$ cat src/rtl/rv32i_types.sv
// Shared RV32I pipeline types: branch-prediction flag encoding and counter constants.
// Latency: n/a (types and constants only).
// Backpressure: n/a.
package rv32i_types;

   // Lookup result as seen by fetch: bit 0 = BTB hit, bit 1 = hit and predicted taken.
   typedef enum logic [1:0] {
      BP_MISS   = 2'b00,
      BP_HIT_NT = 2'b01,
      BP_HIT_T  = 2'b11
   } bpred_flag_t;

   // Weakly not-taken value of a 2-bit saturating counter (2^(n-1)-1 in general).
   localparam logic [1:0] BP_CTR_WEAK_NT = 2'b01;

endpackage

$ cat src/rtl/bp_sat_ctr_table.sv
// Pattern history table: 2^IDX_BITS saturating counters, one comb read port, one inc/dec write port.
// Latency: read is combinational; write lands on the next rising edge (same-cycle read sees old value).
// Backpressure: none; a write is accepted every cycle wr_en is high.
module bp_sat_ctr_table #(
   parameter int IDX_BITS = 8,
   parameter int CTR_BITS = 2
) (
   input  logic                clk,
   input  logic                rst,
   input  logic [IDX_BITS-1:0] rd_idx,
   output logic [CTR_BITS-1:0] rd_ctr,
   input  logic                wr_en,
   input  logic [IDX_BITS-1:0] wr_idx,
   input  logic                wr_inc
);

   localparam int                  ENTRIES  = 1 << IDX_BITS;
   // Weakly not-taken: MSB clear, all lower bits set.
   localparam logic [CTR_BITS-1:0] CTR_INIT = {1'b0, {(CTR_BITS-1){1'b1}}};
   localparam logic [CTR_BITS-1:0] CTR_MAX  = {CTR_BITS{1'b1}};
   localparam logic [CTR_BITS-1:0] CTR_MIN  = {CTR_BITS{1'b0}};

   logic [CTR_BITS-1:0] ctr_q [ENTRIES];

   assign rd_ctr = ctr_q[rd_idx];

   // Counter storage: reset to weakly not-taken, then saturating increment/decrement on writes.
   always_ff @(posedge clk or negedge rst) begin
      if (!rst) begin
         for (int i = 0; i < ENTRIES; i++) begin
            ctr_q[i] <= CTR_INIT;
         end
      end else if (wr_en) begin
         if (wr_inc) begin
            if (ctr_q[wr_idx] != CTR_MAX) begin
               ctr_q[wr_idx] <= ctr_q[wr_idx] + CTR_BITS'(1);
            end
         end else if (ctr_q[wr_idx] != CTR_MIN) begin
            ctr_q[wr_idx] <= ctr_q[wr_idx] - CTR_BITS'(1);
         end
      end
   end

endmodule

$ cat src/rtl/branch_pred_unit.sv
// Branch predictor: direct-mapped BTB plus bimodal/gshare PHT, with speculative global history.
// Latency: lookup is combinational from fetch PC; training and history recovery land next edge.
// Backpressure: none; fetch and execute may present a lookup and an update every cycle.
module branch_pred_unit
   import rv32i_types::*;
#(
   parameter int BTB_IDX_BITS = 5,
   parameter int PHT_IDX_BITS = 8,
   parameter int HIST_BITS    = 8,
   parameter int CTR_BITS     = 2,
   parameter int MODE         = 1
) (
   input  logic                 clk,
   input  logic                 rst,
   input  logic [31:0]          if_pc_in,
   input  logic                 if_valid,
   output logic [31:0]          predicted_pc,
   output logic [1:0]           btb_flag,
   output logic [HIST_BITS-1:0] pred_hist,
   input  logic                 update,
   input  logic [31:0]          ex_pc_in,
   input  logic                 ex_taken,
   input  logic [31:0]          br_out,
   input  logic [HIST_BITS-1:0] ex_hist,
   input  logic                 mispredict,
   output logic [31:0]          perf_updates,
   output logic [31:0]          perf_mispredicts
);

   localparam int BTB_ENTRIES = 1 << BTB_IDX_BITS;
   localparam int TAG_BITS    = 30 - BTB_IDX_BITS;

   logic                    btb_vld_q [BTB_ENTRIES];
   logic [TAG_BITS-1:0]     btb_tag_q [BTB_ENTRIES];
   logic [31:0]             btb_tgt_q [BTB_ENTRIES];
   logic [HIST_BITS-1:0]    ghist_q;
   logic [31:0]             perf_upd_q;
   logic [31:0]             perf_mis_q;

   logic [BTB_IDX_BITS-1:0] lk_btb_idx;
   logic [BTB_IDX_BITS-1:0] ex_btb_idx;
   logic [TAG_BITS-1:0]     lk_tag;
   logic [TAG_BITS-1:0]     ex_tag;
   logic [PHT_IDX_BITS-1:0] lk_pht_idx;
   logic [PHT_IDX_BITS-1:0] ex_pht_idx;
   logic [CTR_BITS-1:0]     lk_ctr;
   logic                    lk_hit;
   logic                    lk_pred_tk;
   bpred_flag_t             lk_flag;
   logic                    unused_bits;

   assign lk_btb_idx = if_pc_in[BTB_IDX_BITS+1:2];
   assign lk_tag     = if_pc_in[31:BTB_IDX_BITS+2];
   assign ex_btb_idx = ex_pc_in[BTB_IDX_BITS+1:2];
   assign ex_tag     = ex_pc_in[31:BTB_IDX_BITS+2];

   // Byte-offset PC bits, low counter bits and the history bit that shifts out are never consumed.
   assign unused_bits = ^{ex_pc_in[1:0], lk_ctr, ex_hist[HIST_BITS-1]};

   // PHT indexing: PC word index, optionally hashed with history (zero-extended) for gshare.
   always_comb begin
      lk_pht_idx = if_pc_in[PHT_IDX_BITS+1:2];
      ex_pht_idx = ex_pc_in[PHT_IDX_BITS+1:2];
      if (MODE != 0) begin
         lk_pht_idx = lk_pht_idx ^ PHT_IDX_BITS'(ghist_q);
         ex_pht_idx = ex_pht_idx ^ PHT_IDX_BITS'(ex_hist);
      end
   end

   bp_sat_ctr_table #(
      .IDX_BITS (PHT_IDX_BITS),
      .CTR_BITS (CTR_BITS)
   ) u_pht (
      .clk    (clk),
      .rst    (rst),
      .rd_idx (lk_pht_idx),
      .rd_ctr (lk_ctr),
      .wr_en  (update),
      .wr_idx (ex_pht_idx),
      .wr_inc (ex_taken)
   );

   // Lookup: BTB hit qualifies the counter's direction; a miss or not-taken falls through to PC+4.
   always_comb begin
      lk_hit       = btb_vld_q[lk_btb_idx] && (btb_tag_q[lk_btb_idx] == lk_tag);
      lk_pred_tk   = lk_hit && lk_ctr[CTR_BITS-1];
      lk_flag      = bpred_flag_t'({lk_pred_tk, lk_hit});
      predicted_pc = lk_pred_tk ? btb_tgt_q[lk_btb_idx] : (if_pc_in + 32'd4);
   end

   assign btb_flag         = lk_flag;
   assign pred_hist        = ghist_q;
   assign perf_updates     = perf_upd_q;
   assign perf_mispredicts = perf_mis_q;

   // BTB valid bits: cleared by reset, set when a taken branch resolves (allocate or overwrite).
   always_ff @(posedge clk or negedge rst) begin
      if (!rst) begin
         for (int i = 0; i < BTB_ENTRIES; i++) begin
            btb_vld_q[i] <= 1'b0;
         end
      end else if (update && ex_taken) begin
         btb_vld_q[ex_btb_idx] <= 1'b1;
      end
   end

   // BTB tag/target payload: only meaningful behind a valid bit, so it needs no reset.
   always_ff @(posedge clk) begin
      if (update && ex_taken) begin
         btb_tag_q[ex_btb_idx] <= ex_tag;
         btb_tgt_q[ex_btb_idx] <= br_out;
      end
   end

   // Speculative history: a resolved mispredict rebuilds it from the snapshot, beating fetch.
   always_ff @(posedge clk or negedge rst) begin
      if (!rst) begin
         ghist_q <= '0;
      end else if (update && mispredict) begin
         ghist_q <= {ex_hist[HIST_BITS-2:0], ex_taken};
      end else if (if_valid && lk_hit) begin
         ghist_q <= {ghist_q[HIST_BITS-2:0], lk_pred_tk};
      end
   end

   // Performance counters: saturate at all-ones rather than wrapping.
   always_ff @(posedge clk or negedge rst) begin
      if (!rst) begin
         perf_upd_q <= '0;
         perf_mis_q <= '0;
      end else if (update) begin
         if (perf_upd_q != 32'hFFFF_FFFF) begin
            perf_upd_q <= perf_upd_q + 32'd1;
         end
         if (mispredict && (perf_mis_q != 32'hFFFF_FFFF)) begin
            perf_mis_q <= perf_mis_q + 32'd1;
         end
      end
   end

endmodule
$ cat config.mk
export PLATFORM = sky130hd
export DESIGN_NAME = branch_pred_unit
export DESIGN_NICKNAME = d
export VERILOG_FILES = /design/src/rtl/rv32i_types.sv /design/src/rtl/bp_sat_ctr_table.sv /design/src/rtl/branch_pred_unit.sv
export SDC_FILE = /design/constraint.sdc
export NUM_CORES = 2
export LEC_CHECK = 0
export CELL_PAD_IN_SITES_DETAIL_PLACEMENT = 1
export CELL_PAD_IN_SITES_GLOBAL_PLACEMENT = 2
export CORE_MARGIN = 2
export CORE_UTILIZATION = 53
export DETAILED_ROUTE_END_ITERATION = 16
export GPL_ROUTABILITY_DRIVEN = 1
export HOLD_SLACK_MARGIN = 0.06
export PLACE_DENSITY = 0.88
export SLEW_MARGIN = 40
export SYNTH_ARGS = -nofsm -noshare
export SYNTH_HDL_FRONTEND = slang
export SYNTH_SLANG_ARGS = --single-unit
$ cat constraint.sdc
create_clock -name clk -period 11.9 [get_ports clk]
set_clock_uncertainty 0.15 [all_clocks]
set_input_delay 2.38 -clock clk [delete_from_list [all_inputs] [get_ports clk]]
set_output_delay 2.38 -clock clk [all_outputs]
set_load 0.1 [all_outputs]
==> results.sh <==
export IMPL_synth_edff_count=1824
export IMPL_start_kind="input port"
export IMPL_grt_pass1_vias=60379
export IMPL_drt_iter0_drc=6760
export IMPL_synth_seq_cells=2440
export IMPL_postCtsSetupRepairBufs=0
export IMPL_p_leak_nw=40.4
export IMPL_tightest_slew_ps=912
export IMPL_finalSetupViolCount=0
export IMPL_p_per_area_nw_per_um2=170
export IMPL_routed_via_count=55874
export IMPL_grt_total_usage=0.325
export IMPL_synth_ff_type="edfxtp_1"
export IMPL_grt_max_degree=161
export IMPL_fin_util=0.609
export IMPL_synth_top_cells_by_count="edfxtp_1, mux4_2, mux2_2, nor2_1, dfrtp_1"
export IMPL_period_share=0.869
export IMPL_ioPinCount=216
export IMPL_syn_inst=5236
export IMPL_core_um2=190000
export IMPL_synth_area_um2=101000
export IMPL_clk_latency_ps=900
export IMPL_relSlewSlack=0.392
export IMPL_cts_hold_buffers=0
export IMPL_end_kind="primary output"
export IMPL_synth_area_per_cell_um2=19.4
export IMPL_arrival_ps=7810
export IMPL_cts_max_level=4
export IMPL_drtPass1Iterations=6
export IMPL_gp_congestion=0.804
export IMPL_cts_sinks=2440
export IMPL_cts_clk_slew_worst_paths_ps=60
export IMPL_dp_hpwl_um=166000
export IMPL_routed_wl_um=312000
export IMPL_maxCapViolCount=0
export IMPL_tns_ps=0
export IMPL_outcome="complete, no violations"
export IMPL_drc_errors=0
export IMPL_ctsResizeCount=0
export IMPL_ys_warnings_count=0
export IMPL_synth_area_leaders="edfxtp_1, mux4_2, dfrtp_1"
export IMPL_synthArstFlopShare=0.252
export IMPL_period_minus_slack_ps=10340
export IMPL_cts_tree="done"
export IMPL_cts_buffers=237
export IMPL_num_fill_cells=15974
export IMPL_timing_fmax_mhz=96.7
export IMPL_rows=160
export IMPL_ant_nets=0
export IMPL_maxSlewViolCount=0
export IMPL_ir_drop_mv=0.168
export IMPL_dieArea_um2=195000
export IMPL_grt_pass1_wl_um=447000
export IMPL_layout_drive_gt1_share=0.401
export IMPL_io_buffers=213
export IMPL_initial_utilization=0.533
export IMPL_synth_cell_types=59
export IMPL_area_growth_pct=14.2
export IMPL_vias_per_cell=6.74
export IMPL_synth_top_area_share=0.540
export IMPL_synth_seq_area_share=0.695
export IMPL_hp_class="flip-flop to flip-flop"
export IMPL_synth_most_common_cell="edfxtp_1"
export IMPL_cp_top_family="simple AND/OR/NAND/NOR gates"
export IMPL_fp_dieW_um=441
export IMPL_cp_max_fo=79
export IMPL_power_mw=19.7
export IMPL_cp_cell_sequence="buf_8 > nand3_2 > o22ai_1 > nor3_1 > o21ai_0 > a21oi_1 > or4_1 > or3_1 > nor4b_2 > mux2_2 > a211oi_1 > buf_4 > buf_12"
export IMPL_avgRoutedWirePerCell_um=37.7
export IMPL_finalInstanceArea_um2=116000
export IMPL_slowest_delay_ps=660
export IMPL_path_buf_inv=3
export IMPL_worstSetupPathType="input port to primary output"
export IMPL_placed_cell_area_um2=108000
export IMPL_nets=5675
export IMPL_hold_viol=0
export IMPL_synth_area_leader_cell="edfxtp_1"
export IMPL_whs_ps=315
export IMPL_grt_overflow=0
export IMPL_antenna_found_initial=21
export IMPL_syn_num_nets=5351
export IMPL_cts_root_buf="clkbuf_16"
export IMPL_rsz0062_at_grt="no"
export IMPL_cts_buffer_depth=3
export IMPL_worstPathRequired_ps=9370
export IMPL_critPathSlowestCell="nand3_2"
export IMPL_die_y_um=441
-- cells in the final DEF, fill, tap and decap left out, types with 105 or more instances in the layout --
master	count
mux2_2	518
nand2_1	105
mux2i_1	157
mux4_2	707
edfxtp_1	1824
buf_4	109
clkbuf_16	239
dfstp_2	256
nor2_1	338
dfrtp_1	360
buf_2	131
-- area by class of cell --
| class | instances | area (µm²) | share of cell area |
|---|---|---|---|
| diodes | 10 | 25.0 | 0.000216 |
| clock buffers | 302 | 6410 | 0.0553 |
| clock inverters | 145 | 1710 | 0.0148 |
| inverters | 14 | 55.1 | 0.000475 |
| multi-input cells | 2469 | 30000 | 0.259 |
| flip-flops and latches | 2440 | 70500 | 0.609 |
| well taps | 2511 | 3140 | 0.0271 |
| repair buffers | 398 | 3990 | 0.0345 |
-- power by group --
group / internal [mW] / leakage [nW] / switching [mW]
registers: 9.52 / 24.0 / 0.187
clock network: 4.49 / 3.95 / 3.41
logic: 0.779 / 12.4 / 1.33
-- metal layers --
| layer | wire length (µm) | global-route usage | vias up |
|---|---|---|---|
| met5 | 101 | 0 | - |
| met4 | 18200 | 0.184 | 14 |
| met3 | 28200 | 0.0647 | 834 |
| met2 | 155000 | 0.527 | 3422 |
| met1 | 111000 | 0.415 | 29869 |
| li1 | - | - | 21735 |
-- through the flow --
| stage | instances | setup slack [ps] |
|---|---|---|
| floorplan | 5236 | 1040 |
| global placement | 7802 | 1610 |
| detailed placement | 7828 | 1560 |
| CTS | 8275 | 1250 |
| global route | 8288 | 1460 |
| finish | 8289 | 1560 |
-- logic make-up (layout without fill, tap and decap cells) --
group                      count (synthesis)  in the layout  share of synthesized area
AOI/OAI and AO/OA                        249            249                     0.0170
xor gates and xnor gates                 133            133                     0.0115
adders and majority gates                  5              5                   0.000617
buffers and inverters                    327            859                     0.0144
DFF                                     2440           2440                      0.695
muxes                                   1387           1387                      0.230
other                                      0             10                          0
and+or+nand+nor                          695            695                     0.0308
-- path summary, 6_finish.rpt --
| kind | slack, ps | cells past startpoint | endpoint | startpoint |
|---|---|---|---|---|
| min reg2reg | 320 | 1 | btb_vld_q[10]$_DFFE_PN0P_ | btb_vld_q[10]$_DFFE_PN0P_ |
| min | 320 | 1 | btb_vld_q[10]$_DFFE_PN0P_ | btb_vld_q[10]$_DFFE_PN0P_ |
| max | 1560 | 13 | predicted_pc[7] | if_pc_in[4] |
| max in group asynchronous | 8220 | 4 | u_pht.ctr_q[239]$_DFFE_PN0P_ | rst |
| min in group asynchronous | 1360 | 1 | u_pht.ctr_q[105]$_DFFE_PN0P_ | rst |
| max reg2reg | 5990 | 14 | u_pht.ctr_q[61]$_DFFE_PN0P_ | flip-flop |
(Power assumes the default switching activity.)
